**src/rtl/seq_restoring_divider.sv**
```systemverilog
// Iterative unsigned restoring divider.
// Divides a 2*WIDTH-bit dividend by a WIDTH-bit divisor, producing one quotient
// bit per clock. The result is a 2*WIDTH-bit quotient and a WIDTH-bit remainder.
// Both sides use a valid/ready handshake. A zero divisor bypasses the iteration
// and returns a saturated quotient with the div_by_zero flag set.
module seq_restoring_divider #(
  parameter int WIDTH = 8
) (
  input  logic                 clk,
  input  logic                 rst_n,
  input  logic                 in_valid,
  output logic                 in_ready,
  input  logic [2*WIDTH-1:0]   dividend,
  input  logic [WIDTH-1:0]     divisor,
  output logic                 out_valid,
  input  logic                 out_ready,
  output logic [2*WIDTH-1:0]   quotient,
  output logic [WIDTH-1:0]     remainder,
  output logic                 div_by_zero
);

  localparam int DW = 2 * WIDTH;
  localparam int CW = $clog2(DW);
  localparam logic [CW-1:0] CNT_LAST = CW'(DW - 1);

  typedef enum logic [1:0] {
    IDLE = 2'd0,
    CALC = 2'd1,
    DONE = 2'd2
  } state_t;

  state_t           state_q, state_d;
  logic [WIDTH:0]   rem_q, rem_d;
  // The shift register carries the unconsumed dividend bits at the top and
  // collects quotient bits at the bottom. After 2*WIDTH shifts it holds the
  // complete quotient.
  logic [DW-1:0]    sreg_q, sreg_d;
  logic [WIDTH-1:0] dvs_q, dvs_d;
  logic [CW-1:0]    cnt_q, cnt_d;
  logic [DW-1:0]    quo_q, quo_d;
  logic [WIDTH-1:0] remo_q, remo_d;
  logic             dbz_q, dbz_d;

  // Single restoring step: trial subtraction of the divisor from the shifted partial remainder.
  logic [WIDTH:0]   trial_s;
  logic [WIDTH:0]   diff_s;
  logic             qbit_s;
  logic [WIDTH:0]   rem_next_s;

  // Restoring-step datapath: compare, subtract, select.
  always_comb begin
    trial_s    = {rem_q[WIDTH-1:0], sreg_q[DW-1]};
    diff_s     = trial_s - {1'b0, dvs_q};
    qbit_s     = (trial_s >= {1'b0, dvs_q});
    rem_next_s = qbit_s ? diff_s : trial_s;
  end

  // Next-state logic: operand capture, iteration and result handoff.
  always_comb begin
    state_d = state_q;
    rem_d   = rem_q;
    sreg_d  = sreg_q;
    dvs_d   = dvs_q;
    cnt_d   = cnt_q;
    quo_d   = quo_q;
    remo_d  = remo_q;
    dbz_d   = dbz_q;
    case (state_q)
      IDLE: begin
        if (in_valid) begin
          if (divisor == {WIDTH{1'b0}}) begin
            quo_d   = {DW{1'b1}};
            remo_d  = dividend[WIDTH-1:0];
            dbz_d   = 1'b1;
            state_d = DONE;
          end else begin
            rem_d   = {(WIDTH+1){1'b0}};
            sreg_d  = dividend;
            dvs_d   = divisor;
            cnt_d   = {CW{1'b0}};
            state_d = CALC;
          end
        end else begin
          state_d = IDLE;
        end
      end
      CALC: begin
        rem_d  = rem_next_s;
        sreg_d = {sreg_q[DW-2:0], qbit_s};
        if (cnt_q == CNT_LAST) begin
          quo_d   = {sreg_q[DW-2:0], qbit_s};
          remo_d  = rem_next_s[WIDTH-1:0];
          dbz_d   = 1'b0;
          cnt_d   = {CW{1'b0}};
          state_d = DONE;
        end else begin
          cnt_d   = cnt_q + CW'(1);
          state_d = CALC;
        end
      end
      DONE: begin
        if (out_ready) begin
          state_d = IDLE;
        end else begin
          state_d = DONE;
        end
      end
      default: begin
        state_d = IDLE;
      end
    endcase
  end

  // State and datapath registers; reset aborts any division or pending result.
  always_ff @(posedge clk or negedge rst_n) begin
    if (!rst_n) begin
      state_q <= IDLE;
      rem_q   <= {(WIDTH+1){1'b0}};
      sreg_q  <= {DW{1'b0}};
      dvs_q   <= {WIDTH{1'b0}};
      cnt_q   <= {CW{1'b0}};
      quo_q   <= {DW{1'b0}};
      remo_q  <= {WIDTH{1'b0}};
      dbz_q   <= 1'b0;
    end else begin
      state_q <= state_d;
      rem_q   <= rem_d;
      sreg_q  <= sreg_d;
      dvs_q   <= dvs_d;
      cnt_q   <= cnt_d;
      quo_q   <= quo_d;
      remo_q  <= remo_d;
      dbz_q   <= dbz_d;
    end
  end

  // Handshake flags decode directly from the state register; results come straight from registers.
  always_comb begin
    in_ready    = (state_q == IDLE);
    out_valid   = (state_q == DONE);
    quotient    = quo_q;
    remainder   = remo_q;
    div_by_zero = dbz_q;
  end

endmodule

```
**config.mk**
```make
export PLATFORM = sky130hd
export DESIGN_NAME = seq_restoring_divider
export DESIGN_NICKNAME = d
export VERILOG_FILES = /design/src/rtl/seq_restoring_divider.sv
export SDC_FILE = /design/constraint.sdc
export NUM_CORES = 1
export LEC_CHECK = 0
export ABC_CLOCK_PERIOD_IN_PS = 2750
export CAP_MARGIN = 0
export CORE_UTILIZATION = 51
export CTS_CLUSTER_DIAMETER = 30
export CTS_CLUSTER_SIZE = 24
export DETAILED_ROUTE_END_ITERATION = 7
export HOLD_SLACK_MARGIN = 0.12
export PLACE_DENSITY = 0.81
export RECOVER_POWER = 25
export REMOVE_ABC_BUFFERS = 1
export SYNTH_ARGS = -nofsm -noshare
export SYNTH_HDL_FRONTEND = slang
export SYNTH_SLANG_ARGS = --single-unit
```
**constraint.sdc**
```tcl
create_clock -name clk -period 2.75 [get_ports clk]
set_input_delay 0.55 -clock clk [delete_from_list [all_inputs] [get_ports clk]]
set_output_delay 0.55 -clock clk [all_outputs]
set_load 0.01 [all_outputs]
```
==> impl_metrics.ini <==
[outcome]
outcome = complete, but fails checks
violations = capacitance limit, slew limit

[power_and_ir_drop]
seqPwrFrac_pct = 31.4
clockPowerShare_pct = 17.7
power.switching_w = 0.002078
powerDensity_nw_per_um2 = 1321
combinationalPowerShare_pct = 50.8
p_sw_share_pct = 39.83
vdd_drop_max_mv = 0.6589
p_leak_nw = 1.706
p_int_w = 0.003140

[worst_setup_path]
cp.arrival_ns = 2.68
cp-start-kind = flip-flop
cp_num_cells = 7
slowest_delay_ns = 0.50
r2r_slack_ns = 0.33
crit_required_ns = 3.01
path_buf_inv = 0
crit_chain = ha_1, a21o_1, a21oi_2, o21ai_2, a41oi_4, mux2_2, a31oi_1
r2r-end = remainder[3]$_DFFE_PN0P_
cpLargestDelayFamily = compound AO/OA/AOI/OAI gates
critPathCaptureType = flip-flop
path_max_fanout = 14
reg2regPathDepth = 7
cp_slowest_cell = a41oi_4
setup.worst_path.class = reg -> reg
r2r_start = rem_q[2]$_DFFE_PN0P_

[timing]
setup_viol = 0
fmax_ghz = 0.4128
rsz0062_at_grt = false
fin_tns_setup_ns = 0
fin_skew_ns = 0.005782
period_minus_slack_ns = 2.422
fin_crit_sh_pct = 88.08
timing.final.hold_violations = 0
worst_pin_slew_ns = 1.536
max-slew-margin-rel_pct = -2.426
slew_violations = 30

[detailed_routing]
drt-initial-drc-count = 223
dr_total_vias = 2639
first_pass_iters = 5
routed_via_density = 5.509
drc_errors = 0
postRouteAntennaNets = 0
routed_wl_mm = 6.991
avgRoutedWirePerCell_um = 14.59

[clocking]
cts_max_level = 3
cts-buffers-inserted = 9
clk_latency_ns = 0.34
hold_buffers = 0
root_buffer = clkbuf_8
cts.path.max_buffers = 2
cts_tree = yes
clk_pin_slew_ns = 0.07
postCtsSetupBuffers = 0
numClockSinks = 63
cts_resized = 0

[cells_and_area]
syn_to_final_growth_pct = 26.34
finalNonFillerCells = 479
drive_gt1_share_pct = 10.40
multi_input_area_sq_um = 1411
utilization_pct = 66.69
n_antenna_cell = 0
fillCellCount = 495
final_nets = 438
regArea_sq_um = 1577

[grt]
grt-ovfl-total = 0
grt_start_max_net_pins = 44
antenna_found_initial = 0
use_met2_pct = 40.09
grt_use_met3_pct = 5.227
grt_pass1_wl_mm = 11.61
groute.usage.overall_pct = 24.29
globalRouteMet1Util_pct = 31.42
grt_pass1_vias = 2460
top_usage_layer = met2

[yosys]
avgSynthCellArea_sq_um = 9.086
synth_top_family_by_area = simple AND/OR/NAND/NOR gates
syn-cell-area_sq_um = 3125
ys_ff_latch = 63
synth.area.mux_share_pct = 2.002
synthCells = 344
synth_xor_area_share_pct = 1.401
synth-compound-area-share_pct = 16.97
synth-edff-count = 0
yosys.area_share.simple_pct = 20.54
ys_types = 47
ys_seq_area_share_pct = 50.44
yosys_most_used_dff = dfrtp_1
synth_warnings = 0
async_flop_share_pct = 100.0
synthAdderAreaFrac_pct = 4.243

[placed_design]
port_buffers = 54
gp_congestion = 0.8204
hpwl_mm = 4.894
placedCellCount = 464

[run]
max_cap_violations = 1

[die]
fp.coreArea_sq_um = 5921
start_util_pct = 52.79
die_area_sq_um = 6446
ios = 55
fp.dieW_um = 80.29
die_y_um = 80.29
fp-row-count = 28

[min_path]
worstHoldPathCells = 1
hold_path.class = reg -> reg
hold_start = cnt_q[3]$_DFFE_PN0P_
holdPathEnd = cnt_q[3]$_DFFE_PN0P_
[placed cells by master (no fill, tap or decap), types with 2 or more instances in the layout]
cell type / count
dfrtp_1: 63
nor2_1: 61
nand2_1: 59
clkdlybuf4s50_1: 53
a21oi_1: 28
a31oi_1: 19
o21ai_0: 13
clkbuf_8: 12
inv_1: 10
ha_1: 9
nand3_1: 8
buf_4: 8
a21o_1: 4
mux2i_1: 4
o21ai_1: 4
nor2b_1: 3
xnor2_1: 3
nand2b_1: 2
or2_2: 2
nor4_1: 2
nand4_1: 2
mux2_2: 2
xor2_1: 2
a21o_2: 2
o22ai_1: 2
bufinv_16: 2
[how the worst max path moves through the flow]
stage,start,to,slack (ns)
after CTS,rem_q[2]$_DFFE_PN0P_,remainder[3]$_DFFE_PN0P_,0.32
after global placement,divisor[5],remainder[3]$_DFFE_PN0P_,0.30
after global routing,rst_n,state_q[0]$_DFF_PN0_,0.13
after floorplan,state_q[1]$_DFF_PN0_,remainder[2]$_DFFE_PN0P_,0.31
final,rem_q[2]$_DFFE_PN0P_,remainder[3]$_DFFE_PN0P_,0.33
after detailed placement,divisor[1],remainder[3]$_DFFE_PN0P_,0.17
[stage by stage]
stage          setup WS (ns)  hold slack (ns)  instance area [sq um]  power [W]
3_5_place_dp          0.1720           0.4917                   3735   0.004296
6_report              0.3278           0.5038                   3949   0.005218
4_1_cts               0.3232           0.2703                   3965   0.005248
2_1_floorplan         0.3077           0.2544                   3025   0.003475
5_1_grt               0.1310           0.5256                   3949   0.005624
3_3_place_gp          0.3033           0.4696                   3735   0.004185
[registers in the layout, indices dropped and copies added, names as in the netlist]
name         flops
quotient        16
sreg_q          16
dvs_q            8
rem_q            8
remainder        8
cnt_q            4
state_q          2
div_by_zero      1
[area by class of cell]
cell class | count | area share [%]
repair buffers | 63 | 15.18
multi-input cells | 253 | 35.74
flip-flops and latches | 63 | 39.92
clock inverters | 3 | 1.648
well taps | 75 | 2.376
clock buffers | 12 | 4.182
inverters | 10 | 0.9506
[cell families (layout without fill, tap and decap cells)]
kind of cell / count (synthesis) / count (layout)
adders and majority gates: 10 / 10
muxes: 6 / 6
AOI/OAI and AO/OA: 83 / 83
xor gates and xnor gates: 5 / 5
buffers and inverters: 28 / 88
DFF: 63 / 63
and+or+nand+nor: 149 / 149
[worst register-to-register path, cell delays in order, from the launching register on]
cell and delay, ns:
dfrtp_1 0.42, ha_1 0.38, a21o_1 0.20, a21oi_2 0.14, o21ai_2 0.11, a41oi_4 0.50
mux2_2 0.43, a31oi_1 0.16
[cell usage after synthesis (2+ instances only)]
cell type	number	share of area [%]
clkbuf_1	12	1.4
o21ai_0	13	2.1
buf_6	4	1.4
a31oi_1	19	3.8
nor2_1	61	7.3
mux2i_1	4	1.3
xor2_1	2	0.56
o22ai_1	2	0.40
o21ai_1	4	0.64
buf_2	2	0.32
nand4_1	2	0.40
a21oi_1	28	4.5
a21o_1	4	0.96
dfrtp_1	63	50
nor4_1	2	0.40
inv_1	10	1.2
mux2_2	2	0.72
nand2b_1	2	0.40
a21o_2	2	0.56
ha_1	9	3.6
xnor2_1	3	0.84
nor2b_1	3	0.60
nand3_1	8	1.3
or2_2	2	0.40
nand2_1	59	7.1
[per-layer routing]
layer	vias up	wire, um
met4	0	53
li1	1293	-
met1	1277	3087
met5	-	0
met3	5	370
met2	64	3480
[power by group through the flow]
stage / registers [W] / logic, W / clock network (W)
after floorplan: 0.00163 / 0.00185 / 0
after global placement: 0.00163 / 0.00255 / 0
after detailed placement: 0.00164 / 0.00265 / 0
after CTS: 0.00163 / 0.00268 / 0.000940
after global routing: 0.00168 / 0.00296 / 0.000985
final: 0.00164 / 0.00265 / 0.000926
Power figures use the tool's default switching activity.
